===== config.mk =====
export PLATFORM = sky130hd
export DESIGN_NAME = circuit_element_writer
export DESIGN_NICKNAME = d
export VERILOG_FILES = /design/src/rtl/circuit_element_writer_pkg.sv /design/src/rtl/circuit_element_writer_checker.sv /design/src/rtl/circuit_element_writer.sv
export SDC_FILE = /design/constraint.sdc
export NUM_CORES = 1
export LEC_CHECK = 0
export ABC_AREA = 1
export CAP_MARGIN = 10
export CELL_PAD_IN_SITES_DETAIL_PLACEMENT = 0
export CELL_PAD_IN_SITES_GLOBAL_PLACEMENT = 1
export CORE_MARGIN = 4
export CORE_UTILIZATION = 32
export CTS_BUF_LIST = sky130_fd_sc_hd__clkbuf_8
export CTS_CLUSTER_DIAMETER = 50
export DETAILED_ROUTE_END_ITERATION = 7
export GPL_TIMING_DRIVEN = 0
export PLACE_DENSITY_LB_ADDON = 0.1
export SLEW_MARGIN = 10
export SYNTH_ARGS = -nofsm -noshare
export SYNTH_HDL_FRONTEND = slang
export SYNTH_HIERARCHICAL = 1
export SYNTH_SLANG_ARGS = --single-unit

===== constraint.sdc =====
create_clock -name clk -period 3.1 [get_ports clk]
set_clock_uncertainty 0.1 [all_clocks]
set_input_delay 0.31 -clock clk [delete_from_list [all_inputs] [get_ports clk]]
set_output_delay 0.31 -clock clk [all_outputs]
set_load 0.02 [all_outputs]

===== src/rtl/circuit_element_writer_pkg.sv =====
// Shared definitions for the element-record RAM: field positions, type codes,
// writer states and the record packing function used by writer and drawing datapath.
package circuit_element_writer_pkg;

  localparam int MAX_NODES = 6;

  localparam int NODE_W = 5;
  localparam int TYPE_W = 2;
  localparam int VAL_W  = 10;
  localparam int REC_W  = 24;

  localparam int REC_A_LSB = 19;
  localparam int REC_B_LSB = 14;
  localparam int REC_T_LSB = 10;
  localparam int REC_V_LSB = 0;

  typedef enum logic [1:0] {
    ELEM_VSRC = 2'd0,
    ELEM_CAP  = 2'd1,
    ELEM_RES  = 2'd2,
    ELEM_WIRE = 2'd3
  } elem_type_e;

  typedef enum logic [2:0] {
    ST_CLEAR  = 3'd0,
    ST_IDLE   = 3'd1,
    ST_CHECK  = 3'd2,
    ST_WRITE  = 3'd3,
    ST_COMMIT = 3'd4
  } state_e;

  typedef struct packed {
    logic [NODE_W-1:0] node_a;
    logic [NODE_W-1:0] node_b;
    elem_type_e        etype;
    logic [VAL_W-1:0]  value;
  } entry_t;

  // Bits [13:12] are reserved and always written as zero.
  function automatic logic [REC_W-1:0] pack_record(input entry_t e);
    logic [REC_W-1:0] r;
    r = '0;
    r[REC_A_LSB +: NODE_W] = e.node_a;
    r[REC_B_LSB +: NODE_W] = e.node_b;
    r[REC_T_LSB +: TYPE_W] = e.etype;
    r[REC_V_LSB +: VAL_W]  = e.value;
    return r;
  endfunction

endpackage


===== src/rtl/circuit_element_writer_checker.sv =====
// Combinational entry validation: accept/reject plus the numNodes value that
// would result from writing this entry.
module circuit_entry_checker #(
  parameter int MAX_ELEMENTS = 16,
  parameter int MAX_NODES    = 6
) (
  input  logic [4:0] node_a,
  input  logic [4:0] node_b,
  input  logic [4:0] num_elements,
  input  logic [4:0] num_nodes,
  output logic       accept,
  output logic [4:0] num_nodes_nxt
);

  localparam logic [4:0] NODE_LIM = 5'(MAX_NODES);
  localparam logic [4:0] ELEM_LIM = 5'(MAX_ELEMENTS);

  logic [4:0] hi_node;
  logic [4:0] span;

  always_comb begin
    hi_node = (node_a > node_b) ? node_a : node_b;
    // Only meaningful on accept, where hi_node < MAX_NODES so +1 cannot wrap.
    span    = hi_node + 5'd1;
    accept  = (node_a != node_b) && (node_a < NODE_LIM) && (node_b < NODE_LIM) &&
              (num_elements != ELEM_LIM);
    num_nodes_nxt = (span > num_nodes) ? span : num_nodes;
  end

endmodule


===== src/rtl/circuit_element_writer.sv =====
// Producer side of the element-record RAM: zero sweep, entry validation and
// write, element/node counts, and the start pulse that launches drawing.
module circuit_element_writer #(
  parameter int MAX_ELEMENTS = 16,
  parameter int MAX_NODES    = circuit_element_writer_pkg::MAX_NODES
) (
  input  logic        clk,
  input  logic        program_resetn,
  input  logic        entry_valid,
  output logic        entry_ready,
  input  logic [4:0]  node_a,
  input  logic [4:0]  node_b,
  input  logic [1:0]  elem_type,
  input  logic [9:0]  elem_value,
  input  logic        clear_req,
  input  logic        commit_req,
  output logic [4:0]  mem_address,
  output logic [23:0] mem_data,
  output logic        mem_wren,
  output logic [4:0]  numElements,
  output logic [4:0]  numNodes,
  output logic        entry_error,
  output logic        start_process,
  output logic        busy
);

  import circuit_element_writer_pkg::*;

  localparam logic [4:0] LAST_ADDR = 5'(MAX_ELEMENTS - 1);

  state_e     state_q, state_d;
  logic [4:0] sweep_q, sweep_d;
  logic [4:0] num_elem_q, num_elem_d;
  logic [4:0] num_nodes_q, num_nodes_d;
  entry_t     entry_q, entry_d;
  logic       wren_raw;
  logic       accept;
  logic [4:0] num_nodes_nxt;

  circuit_entry_checker #(
    .MAX_ELEMENTS (MAX_ELEMENTS),
    .MAX_NODES    (MAX_NODES)
  ) u_checker (
    .node_a        (entry_q.node_a),
    .node_b        (entry_q.node_b),
    .num_elements  (num_elem_q),
    .num_nodes     (num_nodes_q),
    .accept        (accept),
    .num_nodes_nxt (num_nodes_nxt)
  );

  always_ff @(posedge clk or negedge program_resetn) begin
    if (!program_resetn) begin
      state_q     <= ST_CLEAR;
      sweep_q     <= '0;
      num_elem_q  <= '0;
      num_nodes_q <= '0;
      entry_q     <= '0;
    end else begin
      state_q     <= state_d;
      sweep_q     <= sweep_d;
      num_elem_q  <= num_elem_d;
      num_nodes_q <= num_nodes_d;
      entry_q     <= entry_d;
    end
  end

  always_comb begin
    state_d       = state_q;
    sweep_d       = sweep_q;
    num_elem_d    = num_elem_q;
    num_nodes_d   = num_nodes_q;
    entry_d       = entry_q;
    entry_ready   = 1'b0;
    wren_raw      = 1'b0;
    mem_address   = '0;
    mem_data      = '0;
    entry_error   = 1'b0;
    start_process = 1'b0;
    unique case (state_q)
      ST_CLEAR: begin
        wren_raw    = 1'b1;
        mem_address = sweep_q;
        sweep_d     = sweep_q + 5'd1;
        if (sweep_q == LAST_ADDR) begin
          sweep_d     = '0;
          num_elem_d  = '0;
          num_nodes_d = '0;
          state_d     = ST_IDLE;
        end
      end
      ST_IDLE: begin
        entry_ready = 1'b1;
        if (clear_req)       state_d = ST_CLEAR;
        else if (commit_req) state_d = ST_COMMIT;
        else if (entry_valid) begin
          entry_d = '{node_a, node_b, elem_type_e'(elem_type), elem_value};
          state_d = ST_CHECK;
        end
      end
      ST_CHECK: begin
        if (accept) state_d = ST_WRITE;
        else begin
          entry_error = 1'b1;
          state_d     = ST_IDLE;
        end
      end
      ST_WRITE: begin
        wren_raw    = 1'b1;
        mem_address = num_elem_q;
        mem_data    = pack_record(entry_q);
        num_elem_d  = num_elem_q + 5'd1;
        num_nodes_d = num_nodes_nxt;
        state_d     = ST_IDLE;
      end
      ST_COMMIT: begin
        if (num_elem_q == 5'd0) entry_error   = 1'b1;
        else                    start_process = 1'b1;
        state_d = ST_IDLE;
      end
      default: state_d = ST_CLEAR;
    endcase
  end

  // Reset parks the FSM in CLEAR; mask the write strobe so the RAM sees no
  // write while reset is held.
  assign mem_wren    = wren_raw & program_resetn;
  assign numElements = num_elem_q;
  assign numNodes    = num_nodes_q;
  assign busy        = (state_q != ST_IDLE);

endmodule


# Yosys cells after proc, flatten, opt, wreduce, memory -nomap -nowiden
# Index checks and enable logic that the tools add are counted.
dict set report word_totals {
  ff_bits 40
  input_bits 27
  output_inout_bits 44
  word_cells 62
}
dict set report op_classes {
  n_addsub 3
  order_cmp 4
  eq_ne 11
  muxes 21
  bitwise 3
  reduce_logical 12
}
# cell n
set ops {}
lappend ops {{case mux 5 bit (2 select lines)} 3}
lappend ops {{two-way mux 24 bit} 1}
lappend ops {{two-way mux 5 bit} 4}
lappend ops {{adder 5 x 1 -> 5 bit (second input constant)} 3}
lappend ops {{two-way mux 3 bit} 4}
lappend ops {{case mux 3 bit (4 select lines)} 1}
lappend ops {{greater-than comparator 5 bit} 2}
lappend ops {{< comparator 5 x 3 -> 1 bit (second input constant)} 2}
lappend ops {{== test 3 x 2 -> 1 bit (second input constant)} 2}
lappend ops {{two-way mux 1 bit} 6}
lappend ops {{== test 5 x 4 -> 1 bit (second input constant)} 1}
lappend ops {{zero test 5 bit} 1}
lappend ops {{inequality test 5 bit} 1}
lappend ops {{inequality test 5 bit (second input constant)} 1}
lappend ops {{inequality test 4 bit (second input constant)} 1}
lappend ops {{AND reduction 2 bit} 2}
lappend ops {{AND reduction 4 bit} 1}
lappend ops {{OR reduction 2 bit} 2}
lappend ops {{== test 3 x 1 -> 1 bit (second input constant)} 1}
lappend ops {{== test 3 bit (second input constant)} 1}
lappend ops {{logical AND 1 bit} 3}
lappend ops {{zero test 3 bit} 1}
lappend ops {{inequality test 3 x 1 -> 1 bit (second input constant)} 1}
lappend ops {{AND reduction 3 bit} 1}
lappend ops {{7 further kinds} 8}

# Depth between registers and ports, before layout
# Gate-level depths: netlist of the first run.
dict set report logic_depth {
  word_depth 6
  depth_mapped 24
  ltp_nobuf 24
}

# Modules after synthesis
# Netlist of the first run, hierarchy kept.
# module n_inst cells_each area_each_um2 seq_area_each_um2
set modules_own_cells {}
lappend modules_own_cells {circuit_element_writer 1 276 2124.5 1001.0}
lappend modules_own_cells {circuit_entry_checker 1 90 535.5 0.0}

# Least setup slack after synthesis of the first run
# No wires, ideal clock.
dict set report synth_timing {
  kind {reg2reg}
  from {register entry_q[21] in the netlist's numbering}
  to {register num_nodes_q[1] (netlist: numNodes[1])}
  setup_time_ps 118
  arrival_ps 2862
  required_time_ps 2882
  setup_slack_ps 20
  path_stages_with_launch 20
  n_path_buf 0
  cell_sequence {dfrtp_1 ha_1 a21oi_1 nand3_4 nand2_4 nand2_1 nand2_2 ha_1 nand4_1 and2_1 ha_1 nand2_1 inv_1 nand3_1 o2111ai_1 nand2_1 inv_1 o21ai_0 nand2_1 nand2_1}
}
dict set report synth_via {
  elab_cells_between_ends 8
  cone_classes {add/sub (1); order compare (2); eq/ne (1); mux (3); reduce/logical (1)}
}
# element line_no
set synth_rtl {}
lappend synth_rtl {{start: declaration} circuit_element_writer.sv:35} ;# entry_t entry_q, entry_d;
lappend synth_rtl {{start signal: assignment} circuit_element_writer.sv:64} ;# entry_q <= entry_d;
lappend synth_rtl {{greater-than comparator 5 bit} circuit_element_writer_checker.sv:22} ;# hi_node = (node_a > node_b) ? node_a : node_b;
lappend synth_rtl {{two-way mux 5 bit} circuit_element_writer_checker.sv:22}
lappend synth_rtl {{adder 5 x 1 -> 5 bit} circuit_element_writer_checker.sv:24} ;# span = hi_node + 5'd1;
lappend synth_rtl {{two-way mux 5 bit} circuit_element_writer_checker.sv:27} ;# num_nodes_nxt = (span > num_nodes) ? span : num_nodes;
lappend synth_rtl {{named net num_nodes_nxt[1]} circuit_element_writer.sv:38} ;# logic [4:0] num_nodes_nxt;
lappend synth_rtl {{case mux 5 bit (2 select lines)} circuit_element_writer.sv:80} ;# unique case (state_q)
lappend synth_rtl {{end signal: assignment} circuit_element_writer.sv:63} ;# num_nodes_q <= num_nodes_d;
lappend synth_rtl {{end: declaration} circuit_element_writer.sv:34} ;# logic [4:0] num_nodes_q, num_nodes_d;
# The timed path passes the listed nets, and every way through them passes these cells. The select of a mux whose other input is x is not followed.
# A chain may end at the register's enable or synchronous reset.

# Final worst setup path of the first run
dict set report layout_timing {
  from {register entry_q[16] in the netlist's numbering}
  to {register num_nodes_q[4] (netlist: numNodes[4])}
}
dict set report layout_via {
  elab_cells_between_ends 8
  cone_classes {add/sub (1); order compare (2); eq/ne (1); mux (3); reduce/logical (1)}
}
# element line_no
set layout_rtl {}
lappend layout_rtl {{greater-than comparator 5 bit} circuit_element_writer_checker.sv:22}
lappend layout_rtl {{two-way mux 5 bit (*)} circuit_element_writer_checker.sv:22}
lappend layout_rtl {{adder 5 x 1 -> 5 bit (*)} circuit_element_writer_checker.sv:24}
lappend layout_rtl {{two-way mux 5 bit (*)} circuit_element_writer_checker.sv:27}
lappend layout_rtl {{named net num_nodes_nxt[4]} circuit_element_writer.sv:38}
lappend layout_rtl {{case mux 5 bit (2 select lines) (*)} circuit_element_writer.sv:80}
# The timed path passes the listed nets; every way through them passes the cells marked *. The select of a mux whose other input is x is not followed.

==> results.md, run 1 <==
- Status: finished, violations left
- Violated checks: setup timing
- Final Critical Period: between 3 and 4 ns
- Total global routing overflow: 0
- # H-tree levels: 2
- Reg2Reg Setup Slack: -0.02 ns
- PD cells: around 1200 nW/um^2
- Nets: approximately 500
- Netlist cell types: 34
- I/O Buffers: a little under 70
- Clk pwr share: 0.072
- Gpl congestion: 0.835
- Final slew viol count: 0
- Critical path peak fanout: 7
- Post-detailed-routing wire length: between 8000 and 9000 um
- CP cell instances: inv_2, ha_4, nand2_4, nor2_4, nand2_2, nand3_4, nand2_4, nand2_4, nand2_4, ha_4, nand3_2, nand2_2, and2_4, ha_4, nand2_2, inv_2, nand3_2, o2111ai_2, nand2_4, inv_4, nand3_2, nand2_1, nand2_1, nand2_1
- P_sw: between 2000 and 2500 uW
- Cell internal pwr: approximately 2400 uW
- Synth Flop Type: dfrtp_1
- Switching Fraction: 0.479
- Ys Warns: 6
- Buf/Inv on CP: 3
- Setup violators final: 5
- CP arrival: roughly 3.3 ns
- DIE HEIGHT: slightly below 100 um
- Synth Register Bits: 40
- # IOs: between 70 and 80
- Seq/Total Area, Yosys: 0.376
- Largest net degree at the start of global routing: 25
- Diode count: 0
- Placed standard-cell area: between 3000 and 4000 sq um
- DPL Wire Length: 5520 um
- Final instance area: 4000 sq um
- Fmax: approximately 0.32 GHz
- Reg-to-reg startpoint: entry_q[16]
- RSZ-0062 raised after global routing: yes
- CP Class: reg2reg
- Post-DRT Antenna Nets: 0
- Row count: 32
- Clk_lat worst skew: about 0.30 ns
- Vias in the first global route: around 2800
- Die width: 99.2 um
- Min-Delay Path Class: in2async
- Std-Cell Core Area: between 7000 and 8000 sq um
- Syn Inst Count: around 370
- Max cap viols: 0
- Syn Area/Cell: 7.27 sq um
- Flop pwr share: 0.199
- Die area: 9840 sq um
- RR Endpoint: numNodes[4]
- Vias: 2726
- Crit end category: flip-flop
- Area Overhead vs Synth: 50.3%
- Iter 0 DRT Violations: 78
- DR pass1 iterations: 4
- Final TNS setup: -0.0678 ns
- Root Driver: clkbuf_8
- Reg clk slew, reported paths: around 0.080 ns
- R2R cell count: 24
- Vias per cell: approximately 4.8
- # clock sinks: 40
- Peak VDD IR: roughly 0.45 mV
- Global Route Usage Sum: 0.166
- Synthesized area: 2660 sq um
- Starting density of the core: 0.337
- Commonest non-fill, non-tap cell in the layout: nand2_1
- First-pass GRT wire length: 13400 um
- CP max-delay cell: dfrtp_1
- Routed wire per std cell: 14.1 um
- CP startpoint kind: flip-flop
- Bufs on Longest Clock Path: 2
- Hold Fails Final Rpt: 0
- Total CTS buffers: 5
- CTS tree: done
- Async set-reset flop share out of synthesis: 1.00
- Max incr delay on CP: between 0.3 and 0.4 ns
- Worst path top cell family by delay: simple AND/OR/NAND/NOR gates
- Initial antenna violation count: 0
- Tcrit/Tclk final: 1.01
- Worst endpoint required time: about 3.2 ns
- Most frequent cells in the layout: 92 x nand2_1, 67 x clkdlybuf4s50_1, 48 x inv_1
- Post-synth EDFFs: 0
- Leakage: around 0.0019 uW
- CP most frequent cell: nand2_4
- DRC Markers: 0
- Worst Slack Setup Final: -0.0246 ns
- Comb pwr share: 0.728
- Layout cells sized above 1: 0.217
power by group through the flow:
stage / clock network, uW / registers [uW] / logic, uW
2_1_floorplan: 0 / 913 / 1560
3_3_place_gp: 0 / 939 / 2090
3_5_place_dp: 0 / 942 / 2120
4_1_cts: 353 / 915 / 2930
5_1_grt: 373 / 955 / 3730
6_report: 334 / 919 / 3360
cells by family after synthesis:
family,share of synthesized area
other cells,0.00141
flops,0.376
buf+inv,0.115
fa+ha+maj,0.0659
compound gates,0.0447
simple gates,0.394
xor+xnor,0.00329
repair_timing:
action,in CTS,in global routing
endpoints found under the setup margin,5,5
buffers inserted,21,6
endpoints found under the hold margin,16,0
gates cloned,0,0
resized for setup,31,20
pin swaps,23,24
hold buffers,1,0
through the flow:
stage	instances	setup slack, ns	hold slack (ns)	utilization	total power (uW)
after detailed placement	538	-0.388	0.184	0.442	3060
final	572	-0.0246	0.390	0.507	4610
after CTS	567	-0.0177	0.392	0.492	4200
after floorplan	367	0.0197	-0.0856	-	2470
after global routing	572	-0.199	0.422	0.507	5050
after global placement	537	-0.414	0.364	0.440	3030
flip-flops by register name, summed over array words and instances (netlist names):
signal       flops
entry_q         22
numElements      5
numNodes         5
state_q          3
sweep_q          5
cell type report:
cell class,count,area [sq um]
Multi-Input combinational cell,257,1570
Sequential cell,40,1000
Clock buffer,5,68.8
Tap cell,102,128
Inverter,56,213
Clock inverter,2,8.76
Buffer,14,95.1
Timing Repair Buffer,96,912
Fill cell,805,3890
worst max-delay path by stage:
stage | start | to | slack, ns | depth (start not counted)
floorplan | entry_q[21] | numNodes[1] | 0.02 | 19
global placement | program_resetn | mem_wren | -0.41 | 3
detailed placement | entry_q[21] | numNodes[1] | -0.39 | 19
CTS | entry_q[14] | numNodes[1] | -0.02 | 24
global route | entry_q[16] | numNodes[3] | -0.20 | 24
finish | entry_q[16] | numNodes[4] | -0.02 | 24
Yosys cell counts, types with 3 or more instances:
cell,n,share of area
a21oi_1,5,0.0094
nand2_4,3,0.013
o21ai_0,7,0.013
inv_2,3,0.0042
nand2_2,7,0.016
buf_2,4,0.0075
nand2_1,104,0.15
dfrtp_1,40,0.38
nor2_1,31,0.044
nand4_1,33,0.078
o22ai_1,3,0.0071
buf_6,4,0.017
inv_1,52,0.073
nand3_1,29,0.055
ha_1,14,0.066
clkbuf_1,4,0.0056
per-layer routing:
layer	global-route usage	vias up	share of wire
met5	0	-	0
met4	0.0504	0	0.0093
met3	0.0302	5	0.036
met2	0.282	45	0.51
met1	0.213	1294	0.44
li1	-	1382	-
No activity file was read; power rests on OpenSTA's default activity.
==> run 2: changes to the inputs <==
--- a/config.mk
+++ b/config.mk
@@ -9,6 +9,7 @@
 export CAP_MARGIN = 10
 export CELL_PAD_IN_SITES_DETAIL_PLACEMENT = 0
 export CELL_PAD_IN_SITES_GLOBAL_PLACEMENT = 1
+export CORE_ASPECT_RATIO = 1.1
 export CORE_MARGIN = 4
 export CORE_UTILIZATION = 32
 export CTS_BUF_LIST = sky130_fd_sc_hd__clkbuf_8
@@ -16,7 +17,7 @@
 export DETAILED_ROUTE_END_ITERATION = 7
 export GPL_TIMING_DRIVEN = 0
 export PLACE_DENSITY_LB_ADDON = 0.1
-export SLEW_MARGIN = 10
+export SLEW_MARGIN = 20
 export SYNTH_ARGS = -nofsm -noshare
 export SYNTH_HDL_FRONTEND = slang
 export SYNTH_HIERARCHICAL = 1
==> run 2 against run 1 <==
Against the previous run: die area hardly changed; the run now ends clean; setup slack better by 0.046 ns; utilization is 1.5 points lower; critical endpoint is now numNodes[3]; largest power group unchanged; worst hold slack worse by 0.0089 ns; via count is 3.4% lower; register-to-register slack better by 0.05 ns; count of clock-buffer cells in the layout is 1 higher.
==> results.md, run 2 (synthesized netlist as in run 1, its figures left out) <==
- Status: finished, final reports clean
- PD cells: 1110 nW/um^2 (-3.8%)
- Peak VDD IR: 0.335 mV (-26%)
- RSZ-0062 raised after global routing: yes
- Die width: 94.9 um (-4.3%)
- Tcrit/Tclk final: 0.993 (-0.0147)
- Clk_lat worst skew: 0.29 ns (about the same)
- Flop pwr share: 0.210 (+0.011)
- Switching Fraction: 0.482 (+0.00273)
- Leakage: 0.00187 uW (-2.0%)
- Fin Hold WS: 0.381 ns (-0.00893 ns)
- Min-Delay Path Class: reg2reg
- Largest net degree at the start of global routing: 24 (-4.0%)
- Dpl ws: -0.393 ns (-0.00476 ns)
- Max cap viols: 0 (unchanged)
- Starting density of the core: 0.333 (-0.00464)
- Setup violators final: 0 (-5)
- Critical path peak fanout: 7 (unchanged)
- Vias per cell: 4.62 (-3.1%)
- CP arrival: 3.21 ns (-0.05 ns)
- Worst path top cell family by delay: simple AND/OR/NAND/NOR gates
- Die area: 9840 sq um (about the same)
- CP cell instances: inv_2, ha_4, nand2_4, nor2_4, nand2_2, nand3_4, nand2_4, nand2_4, nand2_4, ha_4, or2_1, nand2_2, inv_2, ha_4, nand3_2, o2111ai_2, nand2_4, inv_4, nand3_2, nand2_1, nand2_1, nand2_1
- P_sw: 2100 uW (-4.8%)
- Routed wire per std cell: 13.5 um (-3.7%)
- CP Class: reg2reg
- Final instance area: 3940 sq um (-1.6%)
- Crit end category: flip-flop
- Reg clk slew, reported paths: 0.08 ns (about the same)
- Total global routing overflow: 0 (unchanged)
- Buf/Inv on CP: 3 (unchanged)
- DRC Markers: 0 (unchanged)
- Root Driver: clkbuf_8
- Iter 0 DRT Violations: 165 (+110%)
- Most flops, register: entry_q
- Row count: 34 (+6.3%)
- Gpl congestion: 0.801 (-4.1%)
- Area Overhead vs Synth: 48.0%
- Vias: 2632 (-3.4%)
- Placed standard-cell area: 3490 sq um (+0.22%)
- Most frequent cells in the layout: 94 x nand2_1, 67 x clkdlybuf4s50_1, 48 x inv_1
- Diode count: 0 (unchanged)
- DIE HEIGHT: 104 um (+4.5%)
- # clock sinks: 40 (unchanged)
- Worst endpoint required time: 3.23 ns (about the same)
- Nets: 502 (-1.8%)
- Layout Cells excl Fill: 570 (-0.35%)
- Cell internal pwr: 2260 uW (-5.8%)
- # IOs: 71 (unchanged)
- Final slew viol count: 0 (unchanged)
- Max incr delay on CP: 0.38 ns (about the same)
- Initial antenna violation count: 0 (unchanged)
- Std-Cell Core Area: 8000 sq um (+1.4%)
- Post-detailed-routing wire length: 7720 um (-4.0%)
- Commonest non-fill, non-tap cell in the layout: nand2_1
- Final Critical Period: 3.08 ns (-0.0457 ns)
- CP startpoint kind: flip-flop
- Global Route Usage Sum: 0.168 (+0.00222)
- Fmax: 0.325 GHz (+1.5%)
- # H-tree levels: 2 (unchanged)
- I/O Buffers: 68 (unchanged)
- Post-DRT Antenna Nets: 0 (unchanged)
- Bufs on Longest Clock Path: 2 (unchanged)
- Final core utilization: 0.492 (-0.0148)
- Clk pwr share: 0.082 (+0.010)
- DR pass1 iterations: 4 (unchanged)
- Hold Fails Final Rpt: 0 (unchanged)
- Total CTS buffers: 5 (unchanged)
- Layout cells sized above 1: 0.197 (-0.0201)
- Reg2Reg Setup Slack: 0.02 ns (+0.05 ns)
- CP most frequent cell: nand2_4
- Max reg flops: 22 (unchanged)
- First-pass GRT wire length: 13300 um (-0.67%)
- Comb pwr share: 0.708 (-0.020)
- DPL Wire Length: 5490 um (-0.55%)
- Worst Slack Setup Final: 0.0211 ns (+0.0457 ns)
- Placed cell count: 544 (+1.1%)
- CTS tree: done
- CP max-delay cell: dfrtp_1
- Vias in the first global route: 2736 (-3.2%)
run 2: tightest hold or removal path, cell delays in order (launching register included):
cell     delay (ns)
dfrtp_1        0.35
nand2_1        0.05
nand2_1        0.05
run 2: layout make-up:
class,count,area [sq um]
plain buffers,14,95.1
clock buffers,6,82.6
clock inverters,2,7.51
fillers,862,4060
inverters,56,213
multi-input cells,257,1560
flip-flops and latches,40,1000
well taps,108,135
repair buffers,87,841
run 2: per-layer routing:
metal / GRT usage / routed length [um] / vias up
li1: - / - / 1363
met1: 0.219 / 3480 / 1221
met2: 0.287 / 3940 / 42
met3: 0.0261 / 216 / 6
met4: 0.0402 / 81 / 0
met5: 0 / 0 / -
run 2: power by group through the flow:
stage | registers [uW] | clock network (uW) | logic, uW
final | 917 | 357 | 3090
after global routing | 951 | 396 | 3450
after CTS | 915 | 371 | 2960
after detailed placement | 940 | 0 | 2130
after global placement | 940 | 0 | 2090
after floorplan | 913 | 0 | 1560
run 2: what timing repair did:
action | in CTS | in global routing
resized for setup | 40 | 11
hold endpoints to repair | 18 | 0
setup endpoints to repair | 5 | 5
hold buffers | 1 | 0
setup buffers | 17 | 0
pin swaps | 28 | 14
run 2: final timing paths:
check | from | endpoint | cells after the start
worst max-delay path | entry_q[16] | numNodes[3] | 22
worst min-delay path | entry_q[3] | entry_q[3] | 2
worst max register to register | entry_q[16] | numNodes[3] | 22
worst min register to register | entry_q[3] | entry_q[3] | 2
max in group asynchronous | program_resetn | numNodes[0] | 3
min in group asynchronous | program_resetn | entry_q[3] | 2
run 2: stage by stage:
| step | total power [uW] | setup TNS, ns |
|---|---|---|
| final | 4370 | 0 |
| after global routing | 4800 | -0.729 |
| after CTS | 4250 | -0.00144 |
| after detailed placement | 3070 | -1.81 |
| after global placement | 3030 | -2.00 |
| after floorplan | 2470 | 0 |
